<file path="src/rtl/booth_mult.sv">
// booth_mult: sequential signed multiplier using radix-2 Booth recoding.
// It performs one partial-product step per clock and uses a start/busy/done handshake.
// It returns the low word of the product and flags results that do not fit in WIDTH bits.
module booth_mult #(
    parameter int unsigned WIDTH = 32,
    parameter int unsigned CNT_W = 6
) (
    input  logic             clock,
    input  logic             reset_n,
    input  logic             start,
    input  logic [WIDTH-1:0] multiplicand,
    input  logic [WIDTH-1:0] multiplier,
    output logic             busy,
    output logic             done,
    output logic [WIDTH-1:0] product,
    output logic             overflow
);

    // Accumulator width: one extra bit so that M = -2^(WIDTH-1) never wraps.
    localparam int unsigned AW = WIDTH + 1;
    // Shift register layout: {acc[AW-1:0], Q[WIDTH-1:0], q_minus1}.
    localparam int unsigned PW = 2 * WIDTH + 2;

    typedef enum logic {
        IDLE = 1'b0,
        RUN  = 1'b1
    } state_e;

    state_e               state_q, state_d;
    logic [AW-1:0]        m_q, m_d;
    logic [PW-1:0]        p_q, p_d;
    logic [CNT_W-1:0]     cnt_q, cnt_d;
    logic [WIDTH-1:0]     product_q, product_d;
    logic                 overflow_q, overflow_d;
    logic                 done_q, done_d;

    logic [AW-1:0]        acc;
    logic [PW-1:0]        p_add;
    logic [PW-1:0]        p_shift;

    // Booth step: add or subtract M based on the recoded bit pair, then shift right arithmetically.
    always_comb begin
        acc = p_q[PW-1:WIDTH+1];
        case (p_q[1:0])
            2'b01:   acc = p_q[PW-1:WIDTH+1] + m_q;
            2'b10:   acc = p_q[PW-1:WIDTH+1] - m_q;
            default: acc = p_q[PW-1:WIDTH+1];
        endcase
        p_add   = {acc, p_q[WIDTH:0]};
        p_shift = {p_add[PW-1], p_add[PW-1:1]};
    end

    // Next-state logic: handle operand latch, iteration and completion.
    always_comb begin
        state_d    = state_q;
        m_d        = m_q;
        p_d        = p_q;
        cnt_d      = cnt_q;
        product_d  = product_q;
        overflow_d = overflow_q;
        done_d     = 1'b0;

        case (state_q)
            IDLE: begin
                if (start) begin
                    m_d     = {multiplicand[WIDTH-1], multiplicand};
                    p_d     = {AW'(0), multiplier, 1'b0};
                    cnt_d   = '0;
                    state_d = RUN;
                end
            end
            RUN: begin
                p_d   = p_shift;
                cnt_d = cnt_q + CNT_W'(1);
                if (cnt_q == CNT_W'(WIDTH - 1)) begin
                    // The full product is p_shift[2*WIDTH:1]. It fits only if the upper word is all sign bits.
                    product_d  = p_shift[WIDTH:1];
                    overflow_d = (p_shift[2*WIDTH:WIDTH+1] != {WIDTH{p_shift[WIDTH]}});
                    done_d     = 1'b1;
                    state_d    = IDLE;
                end
            end
            default: begin
                state_d = IDLE;
            end
        endcase
    end

    // State and datapath registers. Reset discards any operation in flight.
    always_ff @(posedge clock or negedge reset_n) begin
        if (!reset_n) begin
            state_q    <= IDLE;
            m_q        <= '0;
            p_q        <= '0;
            cnt_q      <= '0;
            product_q  <= '0;
            overflow_q <= 1'b0;
            done_q     <= 1'b0;
        end else begin
            state_q    <= state_d;
            m_q        <= m_d;
            p_q        <= p_d;
            cnt_q      <= cnt_d;
            product_q  <= product_d;
            overflow_q <= overflow_d;
            done_q     <= done_d;
        end
    end

    assign busy     = (state_q == RUN);
    assign done     = done_q;
    assign product  = product_q;
    assign overflow = overflow_q;

endmodule

</file>
<file path="config.mk">
export PLATFORM = sky130hd
export DESIGN_NAME = booth_mult
export DESIGN_NICKNAME = d
export VERILOG_FILES = /design/src/rtl/booth_mult.sv
export SDC_FILE = /design/constraint.sdc
export NUM_CORES = 1
export LEC_CHECK = 0
export BUFFER_PORTS_ARGS = -buffer_cell sky130_fd_sc_hd__buf_2
export CAP_MARGIN = 20
export CORE_MARGIN = 5
export CORE_UTILIZATION = 60
export CTS_CLUSTER_SIZE = 10
export DETAILED_ROUTE_END_ITERATION = 7
export HOLD_SLACK_MARGIN = 0.06
export PLACE_DENSITY = 0.81
export SLEW_MARGIN = 20
export SYNTH_ARGS = -nofsm -noshare
export SYNTH_HDL_FRONTEND = slang
export SYNTH_SLANG_ARGS = --single-unit
</file>
<file path="constraint.sdc">
create_clock -name clock -period 5.88 [get_ports clock]
set_input_delay 0.294 -clock clock [delete_from_list [all_inputs] [get_ports clock]]
set_output_delay 0.294 -clock clock [all_outputs]
set_load 0.01 [all_outputs]
</file>
==> metrics.yaml, run 1 <==
routing:
  drtAntennaViolNets: 0
  wl_met1_um: 10500
  wl_met3_um: 1880
  drt_iter0_drc: 910
  drc_errors: 0
  routedWlPerCell_um: 18.6
  dr_wl_met2_um: 11800
  num_vias: 8308
  via_per_inst: 6.20
  drtPass1Iterations: 8
  topRoutingLayerUsed: "met5"
  finalWirelength_um: 25000
floorplanning:
  coreArea_um2: 15100
  initial_utilization_pct: 61.0
  pin_count: 102
  dieArea_um2: 18000
  rows: 45
  die_x_um: 134
  dieHeight_um: 134
yosys:
  ys_seq_area_share_pct: 37.4
  yosysUniqueCellTypes: 81
  avgSynthCellArea_um2: 8.73
  synth-seq-cells: 138
  syn_nets: 1161
  synthesis.area_um2: 9240
  syn_inst: 1058
  async_flop_share_pct: 100
  synth_edf_count: 0
  ys.flop_type: "dfrtp_1"
  yosysWarnings: 0
setup_path:
  ff2ff_path_depth: 16
  timing.rr.end: "overflow"
  worstPathRequired_ns: 6.18
  end_kind: "flip-flop"
  r2r-start: "m_q[15]"
  r2r_slack_ns: 0.51
  critPathMaxFanout: 7
  worstPathArrival_ns: 5.68
  crit_type: "reg -> reg"
  start_kind: "flip-flop"
  critPathMaxStageDelay_ns: 0.67
  cpMaxStageDelayCell: "or4b_2"
  cp_cell_sequence: "or4_1, nor4_1, nand2b_1, nor4b_1, a21oi_1, xnor2_1, ha_1, and3_1, nand4_1, o221a_2, o211ai_1, xor2_1, mux2_2, or4b_2, a32oi_1, o21ai_1"
clocking:
  clk_path_buf_depth: 2
  clk_latency_ns: 0.43
  cts_buffers: 17
  post_cts_resized: 0
  cts-root-buf: "clkbuf_16"
  clk_pin_slew_worst_paths_ns: 0.06
  cts_tree: "built"
  clock-sinks: 138
  cts.htree.levels: 4
sta:
  fin_crit_sh_pct: 91.4
  clock.fmax_mhz: 186
  rsz0062_at_grt: "no"
  worst_slew_pin_slew_ns: 0.948
  relSlewSlack_pct: 36.8
  final_max_slew_viol_count: 0
  fin_skew_ns: 0.0106
  finalSetupViolations: 0
  hold_viol_final: 0
  min_period_ns: 5.37
  final.setup.tns_ns: 0
min_path:
  hold_path.class: "in -> reg"
  hold_end: "m_q[25]"
  hold_start: "multiplicand[25]"
  whs_path_depth: 3
cells_and_area:
  drive_above_1_share_pct: 18.2
  finalNetCount: 1242
  fillerInstances: 1151
  syn2layout_area_growth_pct: 13.4
  n_antenna_cell: 0
  most-common-layout-cells: "nand2_1, dfrtp_1, buf_2, o21ai_0, nor2_1"
  final_common_cell: "nand2_1"
global_route:
  grt_max_degree: 97
  grt_pass1_wl_um: 41200
  gr-total-overflow: 0
  track_usage_pct: 28.2
  first_global_vias: 8234
  grt_antenna_before_repair: 1
place:
  io_buffers: 101
  gp_congestion: 1.01
  dpl.hpwl_um: 17600
outcome:
  outcome: "complete, no violations"
job:
  drv_cap: 0
==> synthesized netlist by cell type, types with 4 or more instances <==
cell / number / area share (%)
nor2_1: 62 / 2.5
nor3b_1: 6 / 0.49
o21ai_1: 4 / 0.22
buf_1: 9 / 0.37
a21oi_1: 49 / 2.7
mux2i_1: 51 / 5.5
ha_1: 35 / 4.7
o31ai_1: 10 / 0.81
mux2_2: 35 / 4.3
nand2_1: 197 / 8.0
o21ai_0: 95 / 5.1
xnor2_1: 43 / 4.1
buf_6: 8 / 0.97
a211oi_1: 7 / 0.57
and2_1: 8 / 0.54
nand3_1: 11 / 0.60
xor2_1: 7 / 0.66
nand2b_1: 39 / 2.6
o21a_1: 9 / 0.73
or3_1: 7 / 0.47
a311oi_1: 4 / 0.38
and3_1: 6 / 0.41
dfrtp_1: 138 / 37
nand4_1: 19 / 1.3
o21bai_1: 4 / 0.32
nor4_1: 12 / 0.81
o211ai_1: 4 / 0.32
inv_1: 18 / 0.73
nor2b_1: 9 / 0.61
clkbuf_1: 37 / 1.5
nor3_1: 27 / 1.5
a21o_1: 5 / 0.41
a31oi_1: 5 / 0.34
==> per-layer routing <==
metal,track usage [%],vias up
met5,0,-
met4,10.3,2
met3,6.23,72
met2,45.0,367
met1,38.1,3960
li1,-,3907
==> how the worst max path moves through the flow <==
stage,slack (ns),startpoint,depth (start not counted),endpoint
6_report,0.51,m_q[15],16,overflow
5_1_grt,0.02,m_q[3],18,overflow
4_1_cts,0.56,m_q[15],16,overflow
3_5_place_dp,0.60,m_q[4],17,overflow
3_3_place_gp,0.64,m_q[15],16,overflow
2_1_floorplan,1.05,m_q[15],17,overflow
==> through the flow <==
step	instances	setup slack (ns)	instance area [µm²]	hold WS [ns]	util [%]
5_1_grt	1340	0.0219	10500	0.0731	69.2
6_report	1340	0.506	10500	0.0620	69.2
3_5_place_dp	1297	0.595	9780	0.449	64.5
3_3_place_gp	1297	0.643	9780	0.449	64.5
4_1_cts	1340	0.560	10500	0.0602	69.2
2_1_floorplan	1058	1.05	9240	-0.00159	-
==> layout make-up <==
cell class | count | area, µm² | area share, %
timing repair buffer | 123 | 704 | 6.72
tap | 188 | 235 | 2.24
sequential | 138 | 3460 | 33.0
multi-input combinational | 840 | 5420 | 51.7
clock inverter | 14 | 163 | 1.55
clock buffer | 18 | 429 | 4.10
inverter | 19 | 71.3 | 0.681
==> cell families (layout without fill, tap and decap cells) <==
| kind of cell | Yosys count | in the layout | synth area share (%) |
|---|---|---|---|
| and+or+nand+nor | 425 | 425 | 21.8 |
| xor gates and xnor gates | 50 | 50 | 4.74 |
| AOI/OAI and AO/OA | 243 | 243 | 17.3 |
| adders and majority gates | 36 | 36 | 4.96 |
| buffers and inverters | 80 | 174 | 4.08 |
| muxes | 86 | 86 | 9.79 |
| DFF | 138 | 138 | 37.4 |
==> timing repair <==
item,in CTS,in global routing
endpoints found under the setup margin,0,0
hold buffers,11,0
buffers inserted,0,0
endpoints found under the hold margin,105,0
==> critical path, delay by kind of cell, from the launching register on <==
family | cells | cell delay (ns)
and+or+nand+nor | 7 | 2.87
DFF | 1 | 0.43
xor gates and xnor gates | 2 | 0.28
AOI/OAI and AO/OA | 5 | 0.96
muxes | 1 | 0.29
adders and majority gates | 1 | 0.40
==> registers in the layout, summed over array words and instances, names as in the netlist <==
register / flops
busy: 1
p_q: 65
product: 32
m_q: 32
overflow: 1
done: 1
cnt_q: 6
Power of run 1 is left out: the tool's default activity adds up to more than one toggle a clock period on the data nets, which glitch-free logic cannot reach.
==> run 2, diff against run 1 <==
--- a/config.mk
+++ b/config.mk
@@ -8,11 +8,11 @@
 export BUFFER_PORTS_ARGS = -buffer_cell sky130_fd_sc_hd__buf_2
 export CAP_MARGIN = 20
 export CORE_MARGIN = 5
-export CORE_UTILIZATION = 60
+export CORE_UTILIZATION = 65
 export CTS_CLUSTER_SIZE = 10
 export DETAILED_ROUTE_END_ITERATION = 7
 export HOLD_SLACK_MARGIN = 0.06
-export PLACE_DENSITY = 0.81
+export PLACE_DENSITY = 0.87
 export SLEW_MARGIN = 20
 export SYNTH_ARGS = -nofsm -noshare
 export SYNTH_HDL_FRONTEND = slang
==> constraint.sdc (replaced) <==
create_clock -name clock -period 6.8 [get_ports clock]
set_input_delay 0.34 -clock clock [delete_from_list [all_inputs] [get_ports clock]]
set_output_delay 0.34 -clock clock [all_outputs]
set_load 0.01 [all_outputs]
==> run 2 against run 1 <==
  * Routed wire length rose by 4.3%
  * Cell count shrank 1.5%
  * Flip-flop and latch count unchanged
  * Worst setup slack better by 0.89 ns
  * Critical path depth rose by 2
  * Sequential share of layout area is 0.44 points higher
  * Non-clock buffer count fell by 12
  * Count of clock-buffer cells in the layout decreased by 1
  * Largest cell class unchanged
==> metrics.yaml, run 2 (synthesis gave the netlist of run 1 again) <==
outcome:
  outcome: "complete, no violations"
cells_and_area:
  largest_reg_flops: 65  # unchanged
  n_antenna_cell: 0  # unchanged
  finalNetCount: 1230  # -0.97%
  drive_above_1_share_pct: 18.3  # +0.10 points
  syn2layout_area_growth_pct: 11.9
  final_common_cell: "nand2_1"
  instances_no_fill: 1320  # -1.5%
  utilization_pct: 74.2  # +5.0 points
  final_area_um2: 10300  # -1.3%
  most-common-layout-cells: "nand2_1, dfrtp_1, buf_2, o21ai_0, nor2_1"
  regMostFlops: "p_q"
clocking:
  cts_tree: "built"
  clk_latency_ns: 0.43  # about the same
  cts_buffers: 17  # unchanged
  clk_pin_slew_worst_paths_ns: 0.07  # about the same
  post_cts_buffers: 0  # unchanged
  clk_path_buf_depth: 2  # unchanged
  cts-root-buf: "clkbuf_16"
  cts.htree.levels: 4  # unchanged
  clock-sinks: 138  # unchanged
setup_path:
  worstPathRequired_ns: 7.11  # +0.93 ns
  worstPathArrival_ns: 5.71  # +0.03 ns
  start_kind: "flip-flop"
  r2r_slack_ns: 1.40  # +0.89 ns
  end_kind: "flip-flop"
  crit_type: "reg -> reg"
  critPathMaxFanout: 9  # +2
place:
  dpl.hpwl_um: 17400  # -1.2%
  dp.cells: 1287  # -0.77%
  io_buffers: 101  # unchanged
  gp_congestion: 0.987  # -1.9%
  placed_area_um2: 9750  # -0.26%
min_path:
  hold_path.class: "in -> reg"
floorplanning:
  rows: 43  # -4.4%
  dieArea_um2: 16700  # -7.1%
  initial_utilization_pct: 66.3  # +5.3 points
  dieHeight_um: 129  # -3.6%
  pin_count: 102  # unchanged
  coreArea_um2: 13900  # -8.0%
  die_x_um: 129  # -3.6%
sta:
  finalSetupViolations: 0  # unchanged
  final_max_slew_viol_count: 0  # unchanged
  clock.fmax_mhz: 185  # -0.52%
  relSlewSlack_pct: 29.6  # -7.2 points
  fin_skew_ns: 0.0108  # +0.000232 ns
  min_period_ns: 5.40  # +0.0279 ns
  hold_viol_final: 0  # unchanged
  final.setup.tns_ns: 0  # unchanged
  fin_crit_sh_pct: 79.4  # -12 points
  rsz0062_at_grt: "no"
  worst_slew_pin_slew_ns: 1.05  # +0.102 ns
routing:
  num_vias: 8559  # +3.0%
  finalWirelength_um: 26000  # +4.3%
  drt_iter0_drc: 1122  # +23%
  via_per_inst: 6.48  # +4.6%
  drtAntennaViolNets: 0  # unchanged
  routedWlPerCell_um: 19.7  # +5.9%
  drtPass1Iterations: 6  # -2
  drc_errors: 0  # unchanged
global_route:
  first_global_vias: 8333  # +1.2%
  grt_pass1_wl_um: 42200  # +2.5%
  grt_antenna_before_repair: 0  # -1
  grt_max_degree: 96  # -1.0%
  track_usage_pct: 31.8  # +3.6 points
  gr-total-overflow: 0  # unchanged
job:
  drv_cap: 0  # unchanged
## run 2: cell types whose count changed in the layout (fill, tap and decap cells not counted), sizes merged
cell and change:
clkbuf -1, dlygate4sd3 -10, inv +3, clkinv -1, bufinv -1, buf -2
## run 2: worst max-delay path: stages (launching register included)
cell	delay (ns)
dfrtp_1	0.43
nor3_1	0.40
and3_1	0.26
nand2_1	0.11
or3_1	0.45
nor4_1	0.53
a21oi_1	0.18
xnor2_1	0.17
ha_1	0.44
nand2_1	0.11
o21bai_1	0.27
a21oi_1	0.12
o221a_2	0.27
o211ai_1	0.20
xor2_1	0.11
mux2_2	0.29
or4b_2	0.66
a32oi_1	0.20
o21ai_1	0.08
## run 2: worst paths after layout
path / startpoint / endpoint / cells past startpoint
hold / removal: multiplicand[12] / m_q[12] / 3
setup / recovery: m_q[3] / overflow / 18
hold reg to reg: product[8] / product[8] / 1
setup reg to reg: m_q[3] / overflow / 18
min in group asynchronous: reset_n / p_q[29] / 2
max in group asynchronous: reset_n / busy / 3
## run 2: timing repair
action	4_1_cts	5_1_grt
gates resized for setup	0	0
endpoints found under the hold margin	69	0
hold buffers	1	0
## run 2: layer usage
layer | GRT usage [%] | vias to the layer above | share of wire (%)
met5 | 0 | - | 0
met4 | 15.3 | 0 | 4.5
met3 | 8.41 | 100 | 8.6
met2 | 49.3 | 462 | 46
met1 | 41.7 | 4118 | 41
li1 | - | 3879 | -
## run 2: layout make-up
cell class,instances,area (µm²)
tap,180,225
sequential,138,3460
multi-input combinational,840,5420
fill,906,3590
timing repair buffer,111,589
clock buffer,17,425
inverter,19,71.3
clock inverter,15,153
## run 2: stage by stage
stage	setup slack, ns	hold WS, ns
after CTS	1.48	0.0960
final	1.40	0.0980
after global routing	1.08	0.104
after floorplan	1.97	0.0444
after global placement	1.64	0.384
after detailed placement	1.56	0.390
Power of run 2 is left out for the same reason.
